<file path="src/rtl/mouse_pos_tracker.sv">
// ---------------------------------------------------------------------------
// mouse_pos_tracker
//
// Turns 3-byte PS/2 mouse packets into an absolute, clamped cursor position
// plus button state. Two register stages:
//   stage 1 : check the sync bit, build signed X/Y deltas (overflow
//             saturation, sensitivity shift, optional Y inversion)
//   stage 2 : add the deltas to the current position and clamp the result
//             to 0..X_MAX / 0..Y_MAX
// Packets with the sync bit clear are dropped and counted in err_cnt.
//
// Ports:
//   clk_sys   in   system clock
//   rst_n     in   synchronous active-low reset
//   rd_vld    in   one-cycle strobe, rd_data holds a complete packet
//   rd_data   in   [23:16] status, [15:8] X movement, [7:0] Y movement
//   recentre  in   one-cycle pulse, move the cursor to the screen centre
//   pos_x     out  current X, 0..X_MAX
//   pos_y     out  current Y, 0..Y_MAX
//   btn_l     out  left button   (status bit0)
//   btn_r     out  right button  (status bit1)
//   btn_m     out  middle button (status bit2)
//   pos_vld   out  one-cycle pulse, position/buttons were just written
//   err_cnt   out  dropped-packet count, saturates at 255
//
// Handshake: rd_vld is a pure valid strobe with no ready. Every cycle with
// rd_vld=1 delivers exactly one packet and it is always accepted; rd_data is
// don't-care whenever rd_vld=0. pos_vld is likewise a valid-only strobe to
// the consumers and may stay high on consecutive cycles.
// ---------------------------------------------------------------------------
module mouse_pos_tracker #(
    parameter int X_MAX       = 639,
    parameter int Y_MAX       = 479,
    parameter int POS_W       = 10,
    parameter int SPEED_SHIFT = 0,
    parameter int INVERT_Y    = 1
) (
    input  logic             clk_sys,
    input  logic             rst_n,
    input  logic             rd_vld,
    input  logic [23:0]      rd_data,
    input  logic             recentre,
    output logic [POS_W-1:0] pos_x,
    output logic [POS_W-1:0] pos_y,
    output logic             btn_l,
    output logic             btn_r,
    output logic             btn_m,
    output logic             pos_vld,
    output logic [7:0]       err_cnt
);

    // Delta: 9-bit PS/2 value, widened by the shift, plus one bit so that
    // negating the most negative value (-256 << SPEED_SHIFT) cannot wrap.
    localparam int D_W = 10 + SPEED_SHIFT;
    // Sum: wide enough for any position plus any delta without overflow.
    localparam int S_W = POS_W + SPEED_SHIFT + 2;

    localparam logic [POS_W-1:0]        X_CTR = POS_W'(X_MAX / 2);
    localparam logic [POS_W-1:0]        Y_CTR = POS_W'(Y_MAX / 2);
    localparam logic signed [S_W-1:0]   X_LIM = S_W'(X_MAX);
    localparam logic signed [S_W-1:0]   Y_LIM = S_W'(Y_MAX);

    // Status byte fields
    logic st_sync, st_xsign, st_ysign, st_xovf, st_yovf;
    assign st_sync  = rd_data[19];
    assign st_xsign = rd_data[20];
    assign st_ysign = rd_data[21];
    assign st_xovf  = rd_data[22];
    assign st_yovf  = rd_data[23];

    // Overflowed axes saturate to the extreme of the 9-bit range in the
    // direction given by the sign bit.
    function automatic logic signed [D_W-1:0] make_delta(
        input logic       sign,
        input logic       ovf,
        input logic [7:0] mag,
        input logic       neg
    );
        logic signed [8:0]     raw;
        logic signed [D_W-1:0] ext;
        if (ovf) begin
            raw = sign ? 9'sh100 : 9'sh0FF;
        end else begin
            raw = $signed({sign, mag});
        end
        ext = {{(D_W-9){raw[8]}}, raw};
        ext = ext <<< SPEED_SHIFT;
        if (neg) begin
            ext = -ext;
        end
        return ext;
    endfunction

    function automatic logic [POS_W-1:0] clamp(
        input logic signed [S_W-1:0] s,
        input logic signed [S_W-1:0] lim
    );
        if (s < 0) begin
            return '0;
        end else if (s > lim) begin
            return lim[POS_W-1:0];
        end else begin
            return s[POS_W-1:0];
        end
    endfunction

    // ------------------------------------------------------------------
    // Stage 1: decode
    // ------------------------------------------------------------------
    logic                  s1_vld;
    logic signed [D_W-1:0] s1_dx;
    logic signed [D_W-1:0] s1_dy;
    logic [2:0]            s1_btn;

    always_ff @(posedge clk_sys) begin
        if (!rst_n) begin
            s1_vld  <= 1'b0;
            s1_dx   <= '0;
            s1_dy   <= '0;
            s1_btn  <= '0;
            err_cnt <= '0;
        end else begin
            s1_vld <= 1'b0;
            if (rd_vld) begin
                if (!st_sync) begin
                    if (err_cnt != 8'hFF) begin
                        err_cnt <= err_cnt + 8'd1;
                    end
                end else begin
                    s1_vld <= 1'b1;
                    s1_dx  <= make_delta(st_xsign, st_xovf, rd_data[15:8], 1'b0);
                    s1_dy  <= make_delta(st_ysign, st_yovf, rd_data[7:0],
                                         (INVERT_Y != 0));
                    s1_btn <= rd_data[18:16];
                end
            end
        end
    end

    // ------------------------------------------------------------------
    // Stage 2: accumulate and clamp
    // ------------------------------------------------------------------
    logic signed [S_W-1:0] sum_x, sum_y;
    logic [POS_W-1:0]      nxt_x, nxt_y;

    always_comb begin
        sum_x = $signed({{(S_W-POS_W){1'b0}}, pos_x})
              + $signed({{(S_W-D_W){s1_dx[D_W-1]}}, s1_dx});
        sum_y = $signed({{(S_W-POS_W){1'b0}}, pos_y})
              + $signed({{(S_W-D_W){s1_dy[D_W-1]}}, s1_dy});
        nxt_x = clamp(sum_x, X_LIM);
        nxt_y = clamp(sum_y, Y_LIM);
    end

    logic [2:0] btn_q;

    always_ff @(posedge clk_sys) begin
        if (!rst_n) begin
            pos_x   <= X_CTR;
            pos_y   <= Y_CTR;
            btn_q   <= '0;
            pos_vld <= 1'b0;
        end else begin
            pos_vld <= s1_vld | recentre;
            if (s1_vld) begin
                pos_x <= nxt_x;
                pos_y <= nxt_y;
                btn_q <= s1_btn;
            end
            // Centre wins over a coincident packet for position only; the
            // packet's buttons still land above.
            if (recentre) begin
                pos_x <= X_CTR;
                pos_y <= Y_CTR;
            end
        end
    end

    assign btn_l = btn_q[0];
    assign btn_r = btn_q[1];
    assign btn_m = btn_q[2];

endmodule

</file>
<file path="config.mk">
export PLATFORM = sky130hd
export DESIGN_NAME = mouse_pos_tracker
export DESIGN_NICKNAME = d
export VERILOG_FILES = /design/src/rtl/mouse_pos_tracker.sv
export SDC_FILE = /design/constraint.sdc
export NUM_CORES = 1
export LEC_CHECK = 0
export CORE_MARGIN = 2
export CORE_UTILIZATION = 53
export CTS_CLUSTER_DIAMETER = 100
export DETAILED_ROUTE_END_ITERATION = 6
export GPL_TIMING_DRIVEN = 0
export PLACE_DENSITY_LB_ADDON = 0.2
export SLEW_MARGIN = 5
export SYNTH_ARGS = -nofsm -noshare
export SYNTH_HDL_FRONTEND = slang
export SYNTH_SLANG_ARGS = --single-unit
</file>
<file path="constraint.sdc">
create_clock -name clk_sys -period 2.65 [get_ports clk_sys]
set_clock_uncertainty 0.1 [all_clocks]
set_input_delay 0.795 -clock clk_sys [delete_from_list [all_inputs] [get_ports clk_sys]]
set_output_delay 0.795 -clock clk_sys [all_outputs]
set_load 0.01 [all_outputs]
</file>
# == After elaboration in Yosys (flattened, before gate mapping) ==
# Cells that the tools add are included.
# totals
elab_cells,37
output_inout_bits,32
regBits,55
in_bits,28
# op_classes
n_mux,12
add_sub_neg,4
n_lt_le_gt_ge,4
reduce_logical,4
n_bitwise,3
eq_ne,1
# op_table
op,count
9-bit two-way mux,7
10-bit two-way mux,4
"12-bit by 1-bit less-than comparator with 1-bit output, second input constant",2
11-bit by 10-bit adder with 12-bit output,1
11-bit by 9-bit adder with 12-bit output,1
"12-bit by 10-bit greater-than comparator with 1-bit output, second input constant",1
"12-bit by 11-bit greater-than comparator with 1-bit output, second input constant",1
9-bit negation with 10-bit output,1
"8-bit by 1-bit adder with 8-bit output, second input constant",1
"8-bit != test, second input constant",1
2-bit AND reduction,2
3-bit AND reduction,1
1-bit NOT,2
2-bit OR reduction,1
1-bit two-way mux,1
1-bit OR,1

# == Logic depth before layout (Yosys ltp) ==
# Gate-level depths: netlist (run 1).
# depth
word_depth,6
mapped_depth,10
mapped_depth_nobuf,10

# == Worst setup path after synthesis (run 1) ==
# Ideal clock, no wire load.
# synth_path
path_kind,reg-to-reg
startpoint,reg pos_y[0]
endpoint,reg pos_y[6]
synth_period_minus_slack_ns,2.428
n_path_buf,0
path_stages_with_launch,11
path_slack_ns,0.222
arrival_ns,2.208
setup_time_ns,0.119
t_required_ns,2.431
cell_sequence,dfxtp_1 ha_1 inv_1 fa_1 nor2b_4 o31ai_4 nand3_1 a311o_1 mux2_2 nor3b_1 o21ai_1
# synth_via
elab_chain_cells,4
elab_cells_between_ends,5
classes_between,add/sub: 1; order compare: 2; mux: 2
# synth_lines
element,line,text
start: declaration,44,"output logic [POS_W-1:0] pos_y,"
start signal: assignment,167,pos_y <= nxt_y;
11-bit by 10-bit adder with 12-bit output (*),150,"+ $signed({{(S_W-D_W){s1_dy[D_W-1]}}, s1_dy});"
12-bit by 10-bit greater-than comparator with 1-bit output,100,end else if (s > lim) begin
10-bit two-way mux,100,
10-bit two-way mux (*),98,if (s < 0) begin
# Every way passes the cells marked *; elsewhere a longest branch is shown, timed or not.
# A chain may end at the register's enable or synchronous reset.

# == Worst setup path in the final report (run 1) ==
# layout_path
startpoint,reg pos_y[0]
endpoint,reg pos_y[8]
# The elaborated chain is that of the path after synthesis.

==> reports/summary.txt, run 1 <==
I/O Pins - 60
leakage power - 1.77 nW
placed cell area - 4130 um^2
largest net degree at the start of global routing - 18
worst skew pair latency - 320 ps
Clk pwr share - 25.9%
CTS H-tree lvls - 2
CTS tree - built
Final Util - 69.9%
register area - 1110 um^2
share of layout cells above drive strength 1 - 11.9%
Worst Tran Pin Value - 545 ps
Mapped Nets - 463
Post-synth ARST share - 0%
root buffer cell - clkbuf_8
Net Sw Frac - 31.9%
max-cap viol count - 0
Longest Clk Path Bufs - 2
Yosys reg bits - 55
most frequent cells in the layout - 58 x clkdlybuf4s50_1, 51 x dfxtp_1, 36 x nand2_1
first-pass GRT wire length - 14400 um
Sequential Power Share - 46.3%
Finish-stage setup viols - 0
Final ANT Viol Nets - 0
CTS buffer count - 5
PD cells - 433 nW/um^2
Critical R2R Launch - pos_y[0]$_SDFFE_PP1P_
number of synthesized flops with an enable pin - 0
WHS Endpoint - s1_btn[1]$_SDFFE_PN0P_
HP Class - reg -> reg
number of global-route vias before repair - 3127
commonest non-fill, non-tap cell in the layout - clkdlybuf4s50_1
Main synth FF type - dfxtp_1
logic gate share of total power - 27.8%
Via density - 5.81
worst setup path start - pos_y[0]$_SDFFE_PP1P_
DRT iter0 DRCs - 180
grt total ovfl - 0
Int Power - 0.00130 W
register area share after synthesis - 31.9%
Mapped Area - 3460 um^2
Mapped Cells - 409
worst hold start - s1_btn[1]$_SDFFE_PN0P_
P&R area growth vs syn - 27.7%
RR Endpoint - pos_y[8]$_SDFFE_PP0P_
f_max - 0.380 GHz
WL final - 8930 um
final hold vios - 0
Hold Path Stages - 2
Die X - 84.8 um
syn avg cell area - 8.45 um^2
filler instances - 515
RSZ-0062 raised after global routing - true
Yosys cell types - 60
Multi-input gate area - 2320 um^2
final worst-path cycle share - 99.3%
initial antenna violation count - 0
R2R setup slack - 20 ps
Antenna diodes - 0
Total Die Area - 7180 um^2
port buffer count - 58
yosys warns - 0
Nets - 539
CTS Hold Buffers Added - 0
core footprint - 6310 um^2
Critical Path Start Type - flip-flop
dpl hpwl - 6520 um
outcome - completed
CTS sink count - 55
DP Worst Slack - -232 ps
Starting Density - 54.7%
Worst-path clk slew - 110 ps
Critical Path Sink Type - flip-flop
Crit Path Class - reg -> reg
Die Ht - 84.8 um
Avg WL per Cell - 15.9 um
GPL Wtd Cong - 0.903
GRT Util Overall - 24.5%
critical path fanouts, max - 5
min cycle time layout - 2630 ps
max-slew violations - 0
max_slew headroom - 63.6%
Hold WS - 374 ps
Via Count - 3269
worst reg-to-reg path cell count - 10
Net Sw Power - 0.000609 W
# DRC - 0
Worst Path Required - 2770 ps
worst vdd ir - 0.000299 V
# rows - 29
critical path data arrival time - 2760 ps
Setup WS post-layout - 17.9 ps
design area - 4410 um^2
first drt pass iteration count - 5
-- cells by family after synthesis --
group	after synthesis	share of synthesized area (%)
buffers and inverters	32	4.02
AO/OA/AOI/OAI	133	26.6
AND/OR/NAND/NOR	131	19.2
multiplexers	7	2.10
adder cells (fa/ha/maj)	26	9.85
XOR/XNOR	25	6.34
flip-flops	55	31.9
-- state kept, by name, indices dropped and copies added, names as in the netlist --
register	flops
s1_dx	9
btn_q	3
s1_btn	3
s1_dy	10
pos_y	10
pos_vld	1
pos_x	10
err_cnt	8
s1_vld	1
-- per-stage QoR --
step	TNS, ps	instances	total power (W)
6_report	0	563	0.00191
5_1_grt	-464	563	0.00199
4_1_cts	0	552	0.00185
3_5_place_dp	-1060	544	0.00137
3_3_place_gp	-451	544	0.00136
2_1_floorplan	0	409	0.00123
-- critical path, cell delays in order, from the launching register on --
cell and delay [ps]:
dfxtp_2 360, ha_4 170, inv_2 60, fa_2 230, nor2b_4 60, o31ai_4 340, nand3_2 120, a311o_1 440
xor2_2 210, nand3b_1 190, a32o_1 250
-- final cells by class --
class	count	area share, %
repair buffers	69	15.0
inverters	19	1.62
plain buffers	13	1.53
clock buffers	6	1.64
multi-input cells	322	52.6
flip-flops and latches	55	25.1
clock inverters	2	0.369
well taps	77	2.18
-- synth_stat cells (3+ instances only) --
library cell / n / area share [%]
nor2b_1: 12 / 2.2
inv_1: 19 / 2.1
nand2_1: 37 / 4.0
o221ai_1: 3 / 0.76
xnor2_1: 17 / 4.3
nand3b_1: 5 / 1.1
nand3_1: 9 / 1.3
xor2_1: 8 / 2.0
o211a_1: 3 / 0.87
a21oi_1: 35 / 5.1
nor2_1: 24 / 2.6
o211ai_1: 6 / 1.3
a211oi_2: 3 / 1.1
clkbuf_1: 9 / 0.98
a21boi_0: 7 / 1.5
o21ai_0: 33 / 4.8
nor3_1: 15 / 2.2
mux2i_1: 5 / 1.4
and3_1: 3 / 0.54
o31ai_1: 6 / 1.3
o21a_1: 6 / 1.3
o2111ai_1: 3 / 0.76
nand4_1: 4 / 0.72
dfxtp_1: 55 / 32
ha_1: 24 / 8.7
and2_1: 9 / 1.6
a21o_1: 6 / 1.3
nand2b_1: 4 / 0.72
-- per-layer routing --
layer | global-route usage (%) | up-vias | share of wire, %
met4 | 8.66 | 0 | 2.6
met3 | 4.92 | 29 | 5.5
met5 | 0 | - | 0
met2 | 41.0 | 98 | 48
li1 | - | 1621 | -
met1 | 31.5 | 1521 | 44
-- worst max path at each step --
stage                                  endpoint  cells past startpoint
after floorplan           pos_y[6]$_SDFFE_PP1P_                     10
after global placement    s1_dy[6]$_SDFFE_PN0P_                      8
after detailed placement  s1_dy[6]$_SDFFE_PN0P_                      8
after CTS                 pos_x[6]$_SDFFE_PP0P_                     10
after global routing      pos_y[8]$_SDFFE_PP0P_                     10
final                     pos_y[8]$_SDFFE_PP0P_                     10
-- power by group through the flow --
stage / clock network (W) / logic (W) / registers, W
6_report: 0.000495 / 0.000531 / 0.000884
5_1_grt: 0.000524 / 0.000583 / 0.000887
4_1_cts: 0.000491 / 0.000473 / 0.000881
3_5_place_dp: 0 / 0.000469 / 0.000900
3_3_place_gp: 0 / 0.000459 / 0.000898
2_1_floorplan: 0 / 0.000331 / 0.000895
-- repair_timing --
action | 4_1_cts | 5_1_grt
endpoints found under the hold margin | 0 | 0
buffers inserted | 0 | 11
resized for setup | 1 | 27
pin swaps | 0 | 11
endpoints found under the setup margin | 1 | 18
Note: power is estimated with default switching activity, not from simulation.
==> inputs of run 2 (changes only) <==
--- a/config.mk
+++ b/config.mk
@@ -5,7 +5,6 @@
 export SDC_FILE = /design/constraint.sdc
 export NUM_CORES = 1
 export LEC_CHECK = 0
-export CORE_MARGIN = 2
 export CORE_UTILIZATION = 53
 export CTS_CLUSTER_DIAMETER = 100
 export DETAILED_ROUTE_END_ITERATION = 6
==> reports/summary.txt, run 2 (synthesis gave the netlist of run 1 again) <==
Total Die Area - 6850 um^2 (was 7180 um^2)
max-slew violations - 0 (unchanged)
Via density - 5.80 (was 5.81)
final hold vios - 0 (unchanged)
Slowest cell on crit path - a311o_1 (unchanged)
CTS buffer count - 5 (unchanged)
Finish-stage setup viols - 0 (unchanged)
CTS sink count - 55 (unchanged)
port buffer count - 58 (unchanged)
largest net degree at the start of global routing - 16 (was 18)
GRT Util Overall - 26.4% (was 24.5%)
Worst Tran Pin Value - 504 ps (was 545 ps)
first-pass GRT wire length - 13600 um (was 14400 um)
first drt pass iteration count - 4 (was 5)
Die Ht - 82.8 um (was 84.8 um)
max-cap viol count - 0 (unchanged)
register area - 1100 um^2 (was 1110 um^2)
I/O Pins - 60 (unchanged)
worst skew pair latency - 300 ps (was 320 ps)
share of layout cells above drive strength 1 - 11.6% (was 11.9%)
PD cells - 425 nW/um^2 (was 433 nW/um^2)
ordered cell list for the critical path - ha_2, inv_1, fa_2, nor2b_4, o31ai_4, nand3_2, a311o_1, xor2_2, nand3b_1, a32o_1 (was ha_4, inv_2, fa_2, nor2b_4, o31ai_4, nand3_2, a311o_1, xor2_2, nand3b_1, a32o_1)
Final ANT Viol Nets - 0 (unchanged)
Antenna diodes - 0 (unchanged)
initial antenna violation count - 0 (unchanged)
critical path data arrival time - 2700 ps (was 2760 ps)
outcome - completed (unchanged)
# DRC - 0 (unchanged)
filler instances - 514 (was 515)
CTS Hold Buffers Added - 0 (unchanged)
Starting Density - 54.7% (unchanged)
number of global-route vias before repair - 3000 (was 3127)
commonest non-fill, non-tap cell in the layout - clkdlybuf4s50_1 (unchanged)
# rows - 29 (unchanged)
leakage power - 1.76 nW (was 1.77 nW)
Multi-input gate area - 2300 um^2 (was 2320 um^2)
max_slew headroom - 66.4% (was 63.6%)
Worst Path Required - 2750 ps (was 2770 ps)
Critical Path Sink Type - flip-flop (unchanged)
Via Count - 3249 (was 3269)
Longest Clk Path Bufs - 2 (unchanged)
CTS H-tree lvls - 2 (unchanged)
Worst-path clk slew - 90 ps (was 110 ps)
GPL Wtd Cong - 0.860 (was 0.903)
dpl hpwl - 6670 um (was 6520 um)
Largest regs - pos_x: 10 flops, pos_y: 10 flops, s1_dy: 10 flops (unchanged)
Crit Path Class - reg -> reg (unchanged)
core footprint - 6310 um^2 (unchanged)
placed cell area - 4130 um^2 (unchanged)
grt total ovfl - 0 (unchanged)
critical path fanouts, max - 4 (was 5)
CTS tree - built (unchanged)
most frequent cells in the layout - 58 x clkdlybuf4s50_1, 52 x dfxtp_1, 36 x nand2_1 (was 58 x clkdlybuf4s50_1, 51 x dfxtp_1, 36 x nand2_1)
Critical Path Start Type - flip-flop (unchanged)
Worst Path Buf+Inv - 1 (unchanged)
f_max - 0.385 GHz (was 0.380 GHz)
root buffer cell - clkbuf_8 (unchanged)
slowest stage delay, CP - 430 ps (was 440 ps)
Final Util - 69.4% (was 69.9%)
final worst-path cycle share - 98.0% (was 99.3%)
Crit path max-delay family - compound AO/OA/AOI/OAI gates (unchanged)
Nets - 537 (was 539)
min cycle time layout - 2600 ps (was 2630 ps)
Avg WL per Cell - 15.5 um (was 15.9 um)
WL final - 8710 um (was 8930 um)
worst vdd ir - 0.000352 V (was 0.000299 V)
HP Class - reg -> reg (unchanged)
P&R area growth vs syn - 26.7% (was 27.7%)
design area - 4380 um^2 (was 4410 um^2)
Die X - 82.8 um (was 84.8 um)
DRT iter0 DRCs - 158 (was 180)
TNS Setup - 0 ps (unchanged)
run 2: cell count changes in the layout (fill, tap and decap cells not counted), moves of 2 or more:
| cell | change |
|---|---|
| o2111ai_1 | -2 |
| ha_4 | -2 |
| ha_2 | +2 |
| a21oi_2 | +2 |
| buf_4 | -2 |
| o2111ai_2 | +2 |
run 2: worst min-delay path: stages (launching register included):
cell and delay, ps:
dfxtp_1 320, nand2_1 50, a21boi_0 60
run 2: path summary, 6_finish.rpt:
kind | endpoint | cells past startpoint | slack, ps | from
setup / recovery | pos_y[8]$_SDFFE_PP0P_ | 10 | 50 | pos_y[0]$_SDFFE_PP1P_
hold / removal | s1_btn[2]$_SDFFE_PN0P_ | 2 | 370 | s1_btn[2]$_SDFFE_PN0P_
setup reg to reg | pos_y[8]$_SDFFE_PP0P_ | 10 | 50 | pos_y[0]$_SDFFE_PP1P_
hold reg to reg | s1_btn[2]$_SDFFE_PN0P_ | 2 | 370 | s1_btn[2]$_SDFFE_PN0P_
run 2: metal layers:
layer | up-vias | track usage (%) | part of all wire (%)
met1 | 1530 | 32.2 | 45
met5 | - | 0 | 0
met2 | 74 | 46.4 | 49
met3 | 16 | 5.16 | 4.4
met4 | 0 | 8.28 | 1.6
li1 | 1629 | - | -
run 2: repair_timing:
action                     CTS  global route
pin swaps                    3             9
setup buffers                3             6
hold endpoints to repair     0             0
setup endpoints to repair    5            20
resized for setup            8            17
run 2: area by class of cell:
type / instances / share of cell area, %
clock inverter: 1 / 0.114
inverter: 19 / 1.63
multi-input combinational: 322 / 52.6
timing repair buffer: 67 / 14.8
sequential: 55 / 25.2
tap: 77 / 2.20
buffer: 13 / 1.54
clock buffer: 6 / 1.89
run 2: power breakdown:
group / internal [W] / leakage (nW) / switching, W
clock network: 0.000206 / 0.0470 / 0.000259
logic: 0.000241 / 1.27 / 0.000275
registers: 0.000856 / 0.448 / 0.0000254
run 2: through the flow:
stage / setup WS, ps / hold WS, ps / instances / power [W]
floorplan: 222 / 343 / 409 / 0.00123
global placement: -150 / 354 / 544 / 0.00136
detailed placement: -174 / 367 / 544 / 0.00138
CTS: 0.843 / 379 / 554 / 0.00184
global route: -25.2 / 408 / 560 / 0.00195
finish: 52.4 / 369 / 560 / 0.00186
==> inputs of run 3 (changes only) <==
--- a/config.mk
+++ b/config.mk
@@ -5,6 +5,7 @@
 export SDC_FILE = /design/constraint.sdc
 export NUM_CORES = 1
 export LEC_CHECK = 0
+export CORE_ASPECT_RATIO = 0.5
 export CORE_UTILIZATION = 53
 export CTS_CLUSTER_DIAMETER = 100
 export DETAILED_ROUTE_END_ITERATION = 6
==> reports/summary.txt, run 3 (synthesis gave the netlist of run 1 again) <==
placed cell area - 4150 um^2 (was 4130 um^2)
DP Worst Slack - -231 ps (was -174 ps)
Crit path max-delay family - compound AO/OA/AOI/OAI gates (unchanged)
Critical R2R Launch - pos_y[0]$_SDFFE_PP1P_ (unchanged)
max_slew headroom - 63.9% (was 66.4%)
ordered cell list for the critical path - ha_4, inv_2, fa_2, nor2b_4, o31ai_4, nand3_2, a311o_1, xor2_2, nand3b_1, a32o_1 (was ha_2, inv_1, fa_2, nor2b_4, o31ai_4, nand3_2, a311o_1, xor2_2, nand3b_1, a32o_1)
Via Count - 3216 (was 3249)
# DRC - 0 (unchanged)
Via density - 5.67 (was 5.80)
Hold Path Stages - 2 (unchanged)
Starting Density - 55.9% (was 54.7%)
Critical Path Sink Type - flip-flop (unchanged)
I/O Pins - 60 (unchanged)
largest net degree at the start of global routing - 17 (was 16)
Design Power - 0.00204 W (was 0.00186 W)
Slowest cell on crit path - a311o_1 (unchanged)
CTS buffer count - 5 (unchanged)
worst setup path start - pos_y[0]$_SDFFE_PP1P_ (unchanged)
Crit Path Class - reg -> reg (unchanged)
filler instances - 511 (was 514)
Avg WL per Cell - 15.3 um (was 15.5 um)
final hold vios - 0 (unchanged)
Worst Tran Pin Value - 541 ps (was 504 ps)
Antenna diodes - 0 (unchanged)
CTS tree - built (unchanged)
Die X - 116 um (was 82.8 um)
max-cap viol count - 0 (unchanged)
PD cells - 463 nW/um^2 (was 425 nW/um^2)
final worst-path cycle share - 99.2% (was 98.0%)
port buffer count - 58 (unchanged)
min cycle time layout - 2630 ps (was 2600 ps)
outcome - completed (unchanged)
Die Ht - 59.1 um (was 82.8 um)
WL final - 8660 um (was 8710 um)
WHS Endpoint - s1_btn[1]$_SDFFE_PN0P_ (was s1_btn[2]$_SDFFE_PN0P_)
worst vdd ir - 0.000266 V (was 0.000352 V)
root buffer cell - clkbuf_16 (was clkbuf_8)
Worst Path Required - 2730 ps (was 2750 ps)
Setup WS post-layout - 21.8 ps (was 52.4 ps)
Longest Clk Path Bufs - 2 (unchanged)
R2R setup slack - 20 ps (was 50 ps)
Finish-stage setup viols - 0 (unchanged)
number of global-route vias before repair - 2899 (was 3000)
design area - 4410 um^2 (was 4380 um^2)
Worst-path clk slew - 70 ps (was 90 ps)
max-slew violations - 0 (unchanged)
critical path fanouts, max - 5 (was 4)
Largest regs - pos_x: 10 flops, pos_y: 10 flops, s1_dy: 10 flops (unchanged)
most frequent cells in the layout - 57 x clkdlybuf4s50_1, 52 x dfxtp_1, 36 x nand2_1 (was 58 x clkdlybuf4s50_1, 52 x dfxtp_1, 36 x nand2_1)
leakage power - 1.77 nW (was 1.76 nW)
first-pass GRT wire length - 14100 um (was 13600 um)
core footprint - 6180 um^2 (was 6310 um^2)
Total Die Area - 6870 um^2 (was 6850 um^2)
Critical Path Stages - 10 (unchanged)
Final ANT Viol Nets - 0 (unchanged)
RSZ-0062 raised after global routing - true
worst reg-to-reg path cell count - 10 (unchanged)
P&R area growth vs syn - 27.7% (was 26.7%)
Final Util - 71.4% (was 69.4%)
first drt pass iteration count - 5 (was 4)
CTS sink count - 55 (unchanged)
GRT Util Overall - 26.9% (was 26.4%)
CTS H-tree lvls - 2 (unchanged)
slowest stage delay, CP - 420 ps (was 430 ps)
Critical Path Start Type - flip-flop (unchanged)
RR Endpoint - pos_y[8]$_SDFFE_PP0P_ (unchanged)
dpl hpwl - 6610 um (was 6670 um)
Nets - 533 (was 537)
Hold WS - 371 ps (was 369 ps)
critical path data arrival time - 2710 ps (was 2700 ps)
share of layout cells above drive strength 1 - 10.0% (was 11.6%)
grt total ovfl - 0 (unchanged)
Worst Path Buf+Inv - 1 (unchanged)
f_max - 0.380 GHz (was 0.385 GHz)
worst skew pair latency - 290 ps (was 300 ps)
GPL Wtd Cong - 0.827 (was 0.860)
initial antenna violation count - 0 (unchanged)
# rows - 20 (was 29)
HP Class - reg -> reg (unchanged)
DRT iter0 DRCs - 148 (was 158)
worst hold start - s1_btn[1]$_SDFFE_PN0P_ (was s1_btn[2]$_SDFFE_PN0P_)
commonest non-fill, non-tap cell in the layout - clkdlybuf4s50_1 (unchanged)
==> run 3: repair_timing <==
item,4_1_cts,5_1_grt
hold buffers,0,0
pin swaps,0,8
gates resized for setup,3,20
buffers inserted,0,5
setup endpoints to repair,5,21
==> run 3: how the worst max path moves through the flow <==
stage	to	slack, ps
2_1_floorplan	pos_y[6]$_SDFFE_PP1P_	220
3_3_place_gp	s1_dy[6]$_SDFFE_PN0P_	-180
3_5_place_dp	s1_dy[4]$_SDFFE_PN0P_	-230
4_1_cts	pos_y[7]$_SDFFE_PP1P_	5
5_1_grt	pos_y[8]$_SDFFE_PP0P_	-60
6_report	pos_y[8]$_SDFFE_PP0P_	20
==> run 3: through the flow <==
stage	cells	setup TNS, ps
floorplan	409	0
global placement	555	-666
detailed placement	555	-887
CTS	562	0
global route	567	-102
finish	567	0
==> run 3: routing by layer <==
metal	vias to the layer above	track usage, %	wire, um
li1	1619	-	-
met3	7	5.32	483
met5	-	0	0
met1	1518	38.0	4290
met2	72	43.2	3830
met4	0	4.58	65
==> run 3: where the power goes <==
group | internal, W | switching [W]
sequential | 0.000856 | 0.0000283
combinational | 0.000234 | 0.000263
clock | 0.000375 | 0.000289
total | 0.00146 | 0.000580
==> run 3: final cells by class <==
| cell class | count | area (um^2) | area share [%] |
|---|---|---|---|
| multi-input combinational | 322 | 2290 | 51.8 |
| sequential | 55 | 1110 | 25.1 |
| timing repair buffer | 63 | 621 | 14.1 |
| clock buffer | 6 | 139 | 3.15 |
| tap | 88 | 110 | 2.50 |
| inverter | 19 | 71.3 | 1.62 |
| buffer | 13 | 68.8 | 1.56 |
| clock inverter | 1 | 8.76 | 0.198 |
==> run 3: worst register-to-register path, cell delays in order, from the launching register on <==
cell and delay [ps]:
dfxtp_4 360, ha_4 160, inv_2 50, fa_2 230, nor2b_4 60, o31ai_4 340
nand3_2 130, a311o_1 420, xor2_2 200, nand3b_1 190, a32o_1 280
